`src/rtl/imem_loader.sv`:
```
// imem_loader: boot loader that streams a word-count header and big-endian words into IMEM, then releases the core
module imem_loader #(
    parameter int DEPTH = 256,
    parameter int CNT_W = 16
) (
    input  logic             clk,
    input  logic             nrst,
    input  logic [7:0]       in_data,
    input  logic             in_valid,
    output logic             in_ready,
    input  logic             load_req,
    output logic             imem_we,
    output logic [31:0]      imem_addr,
    output logic [31:0]      imem_wdata,
    output logic             core_nrst,
    output logic             busy,
    output logic             error,
    output logic [CNT_W-1:0] words_loaded
);
    typedef enum logic [2:0] {HDR_HI, HDR_LO, DATA, RUN, ERR} state_t;

    state_t           state_q, state_d;
    logic [CNT_W-1:0] hdr_q, hdr_d;
    logic [CNT_W-1:0] words_q, words_d;
    logic [1:0]       cnt_q, cnt_d;
    logic [23:0]      word_q, word_d;
    logic             we_q, we_d;
    logic [31:0]      addr_q, addr_d;
    logic [31:0]      wdata_q, wdata_d;
    logic             core_nrst_q, core_nrst_d;
    logic             fire;
    logic [CNT_W-1:0] n_full;
    logic [CNT_W-1:0] words_inc;

    assign fire      = in_valid && in_ready;
    assign n_full    = {hdr_q[CNT_W-1:8], in_data};
    assign words_inc = words_q + CNT_W'(1);

    // State and datapath registers; reset parks the core in reset awaiting a header
    always_ff @(posedge clk or negedge nrst) begin
        if (!nrst) begin
            state_q     <= HDR_HI;
            hdr_q       <= '0;
            words_q     <= '0;
            cnt_q       <= '0;
            word_q      <= '0;
            we_q        <= 1'b0;
            addr_q      <= '0;
            wdata_q     <= '0;
            core_nrst_q <= 1'b0;
        end else begin
            state_q     <= state_d;
            hdr_q       <= hdr_d;
            words_q     <= words_d;
            cnt_q       <= cnt_d;
            word_q      <= word_d;
            we_q        <= we_d;
            addr_q      <= addr_d;
            wdata_q     <= wdata_d;
            core_nrst_q <= core_nrst_d;
        end
    end

    // Next state: header evaluation, last-byte detection and restart from RUN/ERR
    always_comb begin
        state_d = state_q;
        case (state_q)
            HDR_HI:   if (fire) state_d = HDR_LO;
            HDR_LO:   if (fire) state_d = (n_full == '0) ? RUN : (n_full > CNT_W'(DEPTH)) ? ERR : DATA;
            DATA:     if (fire && cnt_q == 2'd3 && words_inc == hdr_q) state_d = RUN;
            RUN, ERR: if (load_req) state_d = HDR_HI;
            default:  state_d = HDR_HI;
        endcase
    end

    // Datapath: header capture, MSB-first word assembly and the one-cycle write strobe
    always_comb begin
        hdr_d       = hdr_q;
        words_d     = words_q;
        cnt_d       = cnt_q;
        word_d      = word_q;
        we_d        = 1'b0;
        addr_d      = addr_q;
        wdata_d     = wdata_q;
        core_nrst_d = (state_q == RUN) && !load_req;
        if (fire && state_q == HDR_HI) hdr_d[CNT_W-1:8] = in_data;
        if (fire && state_q == HDR_LO) begin
            hdr_d[7:0] = in_data;
            if (state_d == DATA) begin
                words_d = '0;
                cnt_d   = '0;
            end
        end
        if (fire && state_q == DATA) begin
            word_d = {word_q[15:0], in_data};
            cnt_d  = cnt_q + 2'd1;
            if (cnt_q == 2'd3) begin
                we_d    = 1'b1;
                wdata_d = {word_q, in_data};
                addr_d  = {{(30-CNT_W){1'b0}}, words_q, 2'b00};
                words_d = words_inc;
            end
        end
    end

    // Status outputs decoded from the current state
    always_comb begin
        in_ready = (state_q == HDR_HI) || (state_q == HDR_LO) || (state_q == DATA);
        busy     = in_ready;
        error    = (state_q == ERR);
    end

    assign imem_we      = we_q;
    assign imem_addr    = addr_q;
    assign imem_wdata   = wdata_q;
    assign core_nrst    = core_nrst_q;
    assign words_loaded = words_q;
endmodule

```
`config.mk`:
```
export PLATFORM = sky130hd
export DESIGN_NAME = imem_loader
export DESIGN_NICKNAME = d
export VERILOG_FILES = /design/src/rtl/imem_loader.sv
export SDC_FILE = /design/constraint.sdc
export NUM_CORES = 1
export LEC_CHECK = 0
export CAP_MARGIN = 20
export CORE_MARGIN = 4
export CORE_UTILIZATION = 41
export CTS_BUF_LIST = sky130_fd_sc_hd__clkbuf_4
export DETAILED_ROUTE_END_ITERATION = 12
export PLACE_DENSITY = 0.72
export SYNTH_ARGS = -nofsm -noshare
export SYNTH_HDL_FRONTEND = slang
export SYNTH_SLANG_ARGS = --single-unit
```
`constraint.sdc`:
```
create_clock -name clk -period 4.1 [get_ports clk]
set_clock_uncertainty 0.1 [all_clocks]
set_input_delay 0.82 -clock clk [delete_from_list [all_inputs] [get_ports clk]]
set_output_delay 0.82 -clock clk [all_outputs]
set_load 0.02 [all_outputs]
```
; Yosys cells after proc, flatten, opt, wreduce, memory -nomap -nowiden
; Cells that the tools add are included.
[totals]
register_bits = 111
out_inout_bits = 85
elab_cells = 53
[classes]
n_addsub = 2
magnitude_cmp = 1
eq_ne = 7
n_mux = 16
reduce_logical = 17
[op_table]
columns = op, n
row1 = $mux W16, 4
row2 = $mux W3, 6
row3 = $add A16 B1 Y16 const B, 1
row4 = $eq A16 B16 Y1, 1
row5 = $gt A16 B9 Y1 const B, 1
row6 = $logic_not A16 Y1, 1
row7 = $pmux W3 S4, 1
row8 = $eq A3 B2 Y1 const B, 3
row9 = $logic_and A1 B1 Y1, 7
row10 = $mux W2, 3
row11 = $reduce_and A2 Y1, 2
row12 = $reduce_bool A2 Y1, 2
row13 = $eq A3 B1 Y1 const B, 1
row14 = $eq A3 B3 Y1 const B, 1
row15 = $logic_not A3 Y1, 1
row16 = $add A2 B1 Y2 const B, 1
row17 = $eq A2 B2 Y1 const B, 1
row18 = $logic_or A1 B1 Y1, 2
row19 = $mux W1, 2
row20 = $reduce_or A2 Y1, 1
row21 = $logic_not A1 Y1, 1

; Depth between registers and ports, before layout
[depth]
ltp_word = 13
mapped_depth = 8
ltp_nobuf = 7

; Worst setup path after synthesis
; OpenSTA, ideal clock, no wires.
[synth_path]
path_kind = input to register
from = in in_data[5]
to = reg words_q[13] (netlist: words_loaded[13])
setup_time_ns = 0.082
t_arrival_ns = 2.207
path_slack_ns = 1.711
cell_stages = 6
path_buffers = 0
cell_sequence = nor4_1 nand2_1 o311a_1 o311ai_4 nand2_4 a31oi_1
[synth_between]
elab_chain_len = 10
word_cells_on_any_way = 11
[synth_lines]
columns = item, line
row1 = start: declaration, 8  ; input logic [7:0] in_data,
row2 = $gt A16 B9 Y1, 69  ; HDR_LO: if (fire) state_d = (n_full == '0) ? RUN : (n_full > CNT_W'(DEPTH)) ? ERR : DATA;
row3 = $mux W3, 69
row4 = $mux W3 (*) (2 in a row), 69
row5 = $pmux W3 S4 (*), 67  ; case (state_q)
row6 = $eq A3 B2 Y1 (*), 89  ; if (state_d == DATA) begin
row7 = $mux W16 (*), 89
row8 = $mux W16 (*), 87  ; if (fire && state_q == HDR_LO) begin
row9 = $mux W16, 97  ; if (cnt_q == 2'd3) begin
row10 = $mux W16 (*), 94  ; if (fire && state_q == DATA) begin
row11 = via words_d[13], 24  ; logic [CNT_W-1:0] words_q, words_d;
row12 = end signal: assignment, 54  ; words_q <= words_d;
row13 = end: declaration, 24
; Mark *: on every way through the listed nets, which the timed path passes. The rest lies on a longest branch.
; A chain may end at the register's enable or synchronous reset.

; Worst setup path after layout
[layout_path]
from = in in_data[5]
to = reg words_q[6] (netlist: words_loaded[6])
; The elaborated chain is that of the path after synthesis.

==> Flow_metrics.wiki <==
{| class="wikitable"
! Metric !! Value
|-
| Total gr overflow || 0
|-
| Share of final-layout standard cells stronger than drive strength 1 || 12.7%
|-
| Clock transition at path regs || 0.16 ns
|-
| Max FO, Critical Path || 10
|-
| Number of distinct library cell variants in the gate-level netlist after synthesis || 49
|-
| Worst-skew pair later-pin latency || 0.46 ns
|-
| Cell class contributing the biggest share of worst-path delay || compound AO/OA/AOI/OAI gates
|-
| Horizontal extent of the die || 119 µm
|-
| Number of nets with antenna violations after routing || 0
|-
| Crit path kind || input port to flop
|-
| Number of iterations in the first detailed-routing pass || 4
|-
| Most frequent standard cell in the layout excluding fill and tap cells || sky130_fd_sc_hd__nand2_1
|-
| Maximum clock rate || 0.353 GHz
|-
| Number of standard cells in the layout, taps in and fillers out || 744
|-
| Area used by multi-input combinational logic || 2080 µm²
|-
| Primary FF master, synth || sky130_fd_sc_hd__dfrtp_1
|-
| Design Area, Final || 6080 µm²
|-
| Number of global-route vias before repair || 3638
|-
| Post-synth EDFFs || 0
|-
| Total power divided by cell area || 391 nW/µm²
|-
| Quantity of I/O buffers inserted on ports || 80
|-
| Signed area change from the synthesized netlist to the final layout || 20.1%
|-
| Post-synthesis async set-or-reset flop share || 100%
|-
| Post-detailed-route via-to-cell ratio || 5.11
|-
| Worst vdd ir || 0.000187 V
|-
| Standard cell area after detailed placement || 5920 µm²
|-
| Total setup violations reported at the end of the flow || 0
|-
| Sum Neg Setup Slack || 0 ns
|-
| CP Buf/Inv Count || 1
|-
| Number of DRC violations after detailed-routing iteration 0 || 209
|-
| Ratio of final minimum period to clock period || 69.0%
|-
| Standby leakage power || 2.84 nW
|-
| Final Max Slew Viols || 0
|-
| Antenna violations before repair || 1
|-
| Average cell area after synthesis || 10.0 µm²
|-
| Nature of the critical path startpoint || input port
|-
| Final routed wire length divided by cell count || 15.3 µm
|-
| Core Rows || 40
|-
| Endpoint type of the worst setup path || flop
|-
| Footprint of the flip-flops and latches || 2780 µm²
|-
| Initial cell density of the core || 42.0%
|-
| Vias post-DR || 3799
|-
| Root buffer cell || sky130_fd_sc_hd__clkbuf_4
|-
| RSZ-0062 raised after global routing || no
|-
| Half-perimeter wire length of the detailed placement result || 7740 µm
|-
| Post-detailed-route DRC marker count || 0
|-
| Filler cell count || 1115
|-
| Tightest Pin Transition || 1.01 ns
|-
| Longest individual stage delay on the worst path || 0.50 ns
|-
| Syn Std Cell Area || 5060 µm²
|-
| Data arrival time of the critical path || 3.12 ns
|-
| Req. time, crit path || 4.39 ns
|-
| Hold Slack || 0.0901 ns
|-
| Top library cells by usage in the layout, fill and taps aside || sky130_fd_sc_hd__nand2_1 (159), sky130_fd_sc_hd__dfrtp_1 (111), sky130_fd_sc_hd__clkdlybuf4s50_1 (79)
|-
| Number of H-tree levels || 3
|-
| Cells resized by post-CTS repair || 0
|-
| Height of the die || 119 µm
|-
| Post-Route WL || 11400 µm
|-
| Class of the most critical hold timing path || input port to asynchronous set/reset pin
|-
| Number of CTS-inserted buffers || 9
|-
| Final critical-path required period || 2.83 ns
|-
| Number of hold-repair buffers added at the cts stage || 0
|-
| Global-route usage over all layers || 16.4%
|-
| Global-route wire length before repair || 18800 µm
|-
| Maximum number of pins on one net before global-route repair || 87
|-
| Worst-path cell chain || clkdlybuf4s50_1 > nor4_1 > nand2_1 > o311a_1 > o311ai_4 > nand2_4 > a31oi_1
|-
| Master of the slowest instance on the critical path || sky130_fd_sc_hd__clkdlybuf4s50_1
|-
| Sequential-to-total area share from yosys stat || 54.9%
|-
| Flip-flop and latch count after synthesis || 111
|-
| Gate count after technology mapping || 505
|-
| IO Count || 97
|-
| Result of the run || completed
|-
| Final Hold Fails || 0
|-
| Area of the placeable core || 12100 µm²
|-
| Worst max-slew margin expressed relative to the limit || 32.3%
|-
| Clock tree from TritonCTS || done
|-
| Cell count after placement || 726
|-
| Final net count || 584
|-
| Total of warnings raised by yosys || 0
|-
| Maximum number of buffers from clock root to sink || 2
|-
| Final weighted congestion in routability-driven placement || 0.788
|-
| Clock Sink Count || 111
|-
| Max-capacitance violation count || 0
|-
| Buffers inserted during post-CTS setup optimization || 0
|-
| Area of the die || 14200 µm²
|}
state kept, by name (all words and copies together) (netlist names):
name          count
hdr_q            16
cnt_q             2
core_nrst         1
word_q           24
imem_addr        16
imem_we           1
words_loaded     16
state_q           3
imem_wdata       32
per-stage QoR:
stage	util [%]	setup WS, ns	total power [mW]
3_3_place_gp	49.1	0.832	1.86
4_1_cts	50.2	1.25	2.40
6_report	50.4	1.27	2.38
5_1_grt	50.4	1.11	2.51
2_1_floorplan	-	1.71	1.72
3_5_place_dp	49.1	0.761	1.88
report_power, final:
group | leakage (nW) | switching [mW] | internal [mW] | total (mW)
Sequential | 1.51 | 0.151 | 1.22 | 1.37
Clock | 0.0713 | 0.372 | 0.143 | 0.514
Combinational | 1.27 | 0.225 | 0.267 | 0.492
final cells by class:
type / instances / area share, %
clock inverters: 6 / 0.823
clock buffers: 10 / 1.23
flip-flops and latches: 111 / 45.7
well taps: 168 / 3.46
inverters: 3 / 0.185
diodes: 1 / 0.0412
repair buffers: 87 / 14.3
multi-input cells: 358 / 34.2
final timing paths:
path	from	end	slack (ns)	depth (start not counted)
worst max-delay path	in_data[5]	words_loaded[6]$_DFF_PN0_	1.27	7
worst min-delay path	nrst	imem_addr[15]$_DFFE_PN0P_	0.09	1
worst max register to register	words_loaded[0]$_DFF_PN0_	state_q[0]$_DFF_PN0_	1.50	6
worst min register to register	imem_addr[13]$_DFFE_PN0P_	imem_addr[13]$_DFFE_PN0P_	0.39	2
max in group asynchronous	nrst	imem_wdata[31]$_DFFE_PN0P_	2.97	3
min in group clk	imem_addr[13]$_DFFE_PN0P_	imem_addr[13]$_DFFE_PN0P_	0.39	2
kinds of logic (layout without fill, tap and decap cells):
group / after synthesis / after routing / synth area share [%]
simple gates: 227 / 227 / 19.6
flops: 111 / 111 / 54.9
buf+inv: 51 / 106 / 5.26
compound gates: 46 / 46 / 6.10
mux: 42 / 42 / 9.29
xor+xnor: 25 / 25 / 4.32
fa+ha+maj: 2 / 2 / 0.494
other cells: 1 / 17 / 0.0741
per-layer routing:
metal	vias to the layer above	wire [µm]	GRT usage [%]
met2	122	5450	25.6
met1	1868	5170	23.3
met5	-	0	0
li1	1795	-	-
met4	0	139	5.29
met3	14	595	2.80
cells in the mapped netlist, types with 3 or more instances:
library cell               count  area, µm²
sky130_fd_sc_hd__a21oi_1      12       60.1
sky130_fd_sc_hd__xor2_1       10       87.6
sky130_fd_sc_hd__and4_1        3       26.3
sky130_fd_sc_hd__nand4_1       8       50.1
sky130_fd_sc_hd__nor2_1       20       75.1
sky130_fd_sc_hd__and3_1        4       25.0
sky130_fd_sc_hd__clkbuf_1     20       75.1
sky130_fd_sc_hd__nor4_1        3       18.8
sky130_fd_sc_hd__dfrtp_1     111       2780
sky130_fd_sc_hd__a31oi_1      10       62.6
sky130_fd_sc_hd__xnor2_1      15        131
sky130_fd_sc_hd__buf_2         8       40.0
sky130_fd_sc_hd__nand2_1     159        597
sky130_fd_sc_hd__nor3_1        6       30.0
sky130_fd_sc_hd__buf_4        17        128
sky130_fd_sc_hd__nand3_1      13       65.1
sky130_fd_sc_hd__mux2_2       40        450
sky130_fd_sc_hd__o21ai_0       9       45.0
worst register-to-register path, stage by stage (launching register included):
cell	delay, ns
sky130_fd_sc_hd__dfrtp_1	0.58
sky130_fd_sc_hd__ha_1	0.39
sky130_fd_sc_hd__and3_1	0.36
sky130_fd_sc_hd__nand3_1	0.15
sky130_fd_sc_hd__o32a_1	0.37
sky130_fd_sc_hd__a311o_1	0.39
sky130_fd_sc_hd__o31ai_1	0.20
(Power assumes the default switching activity.)
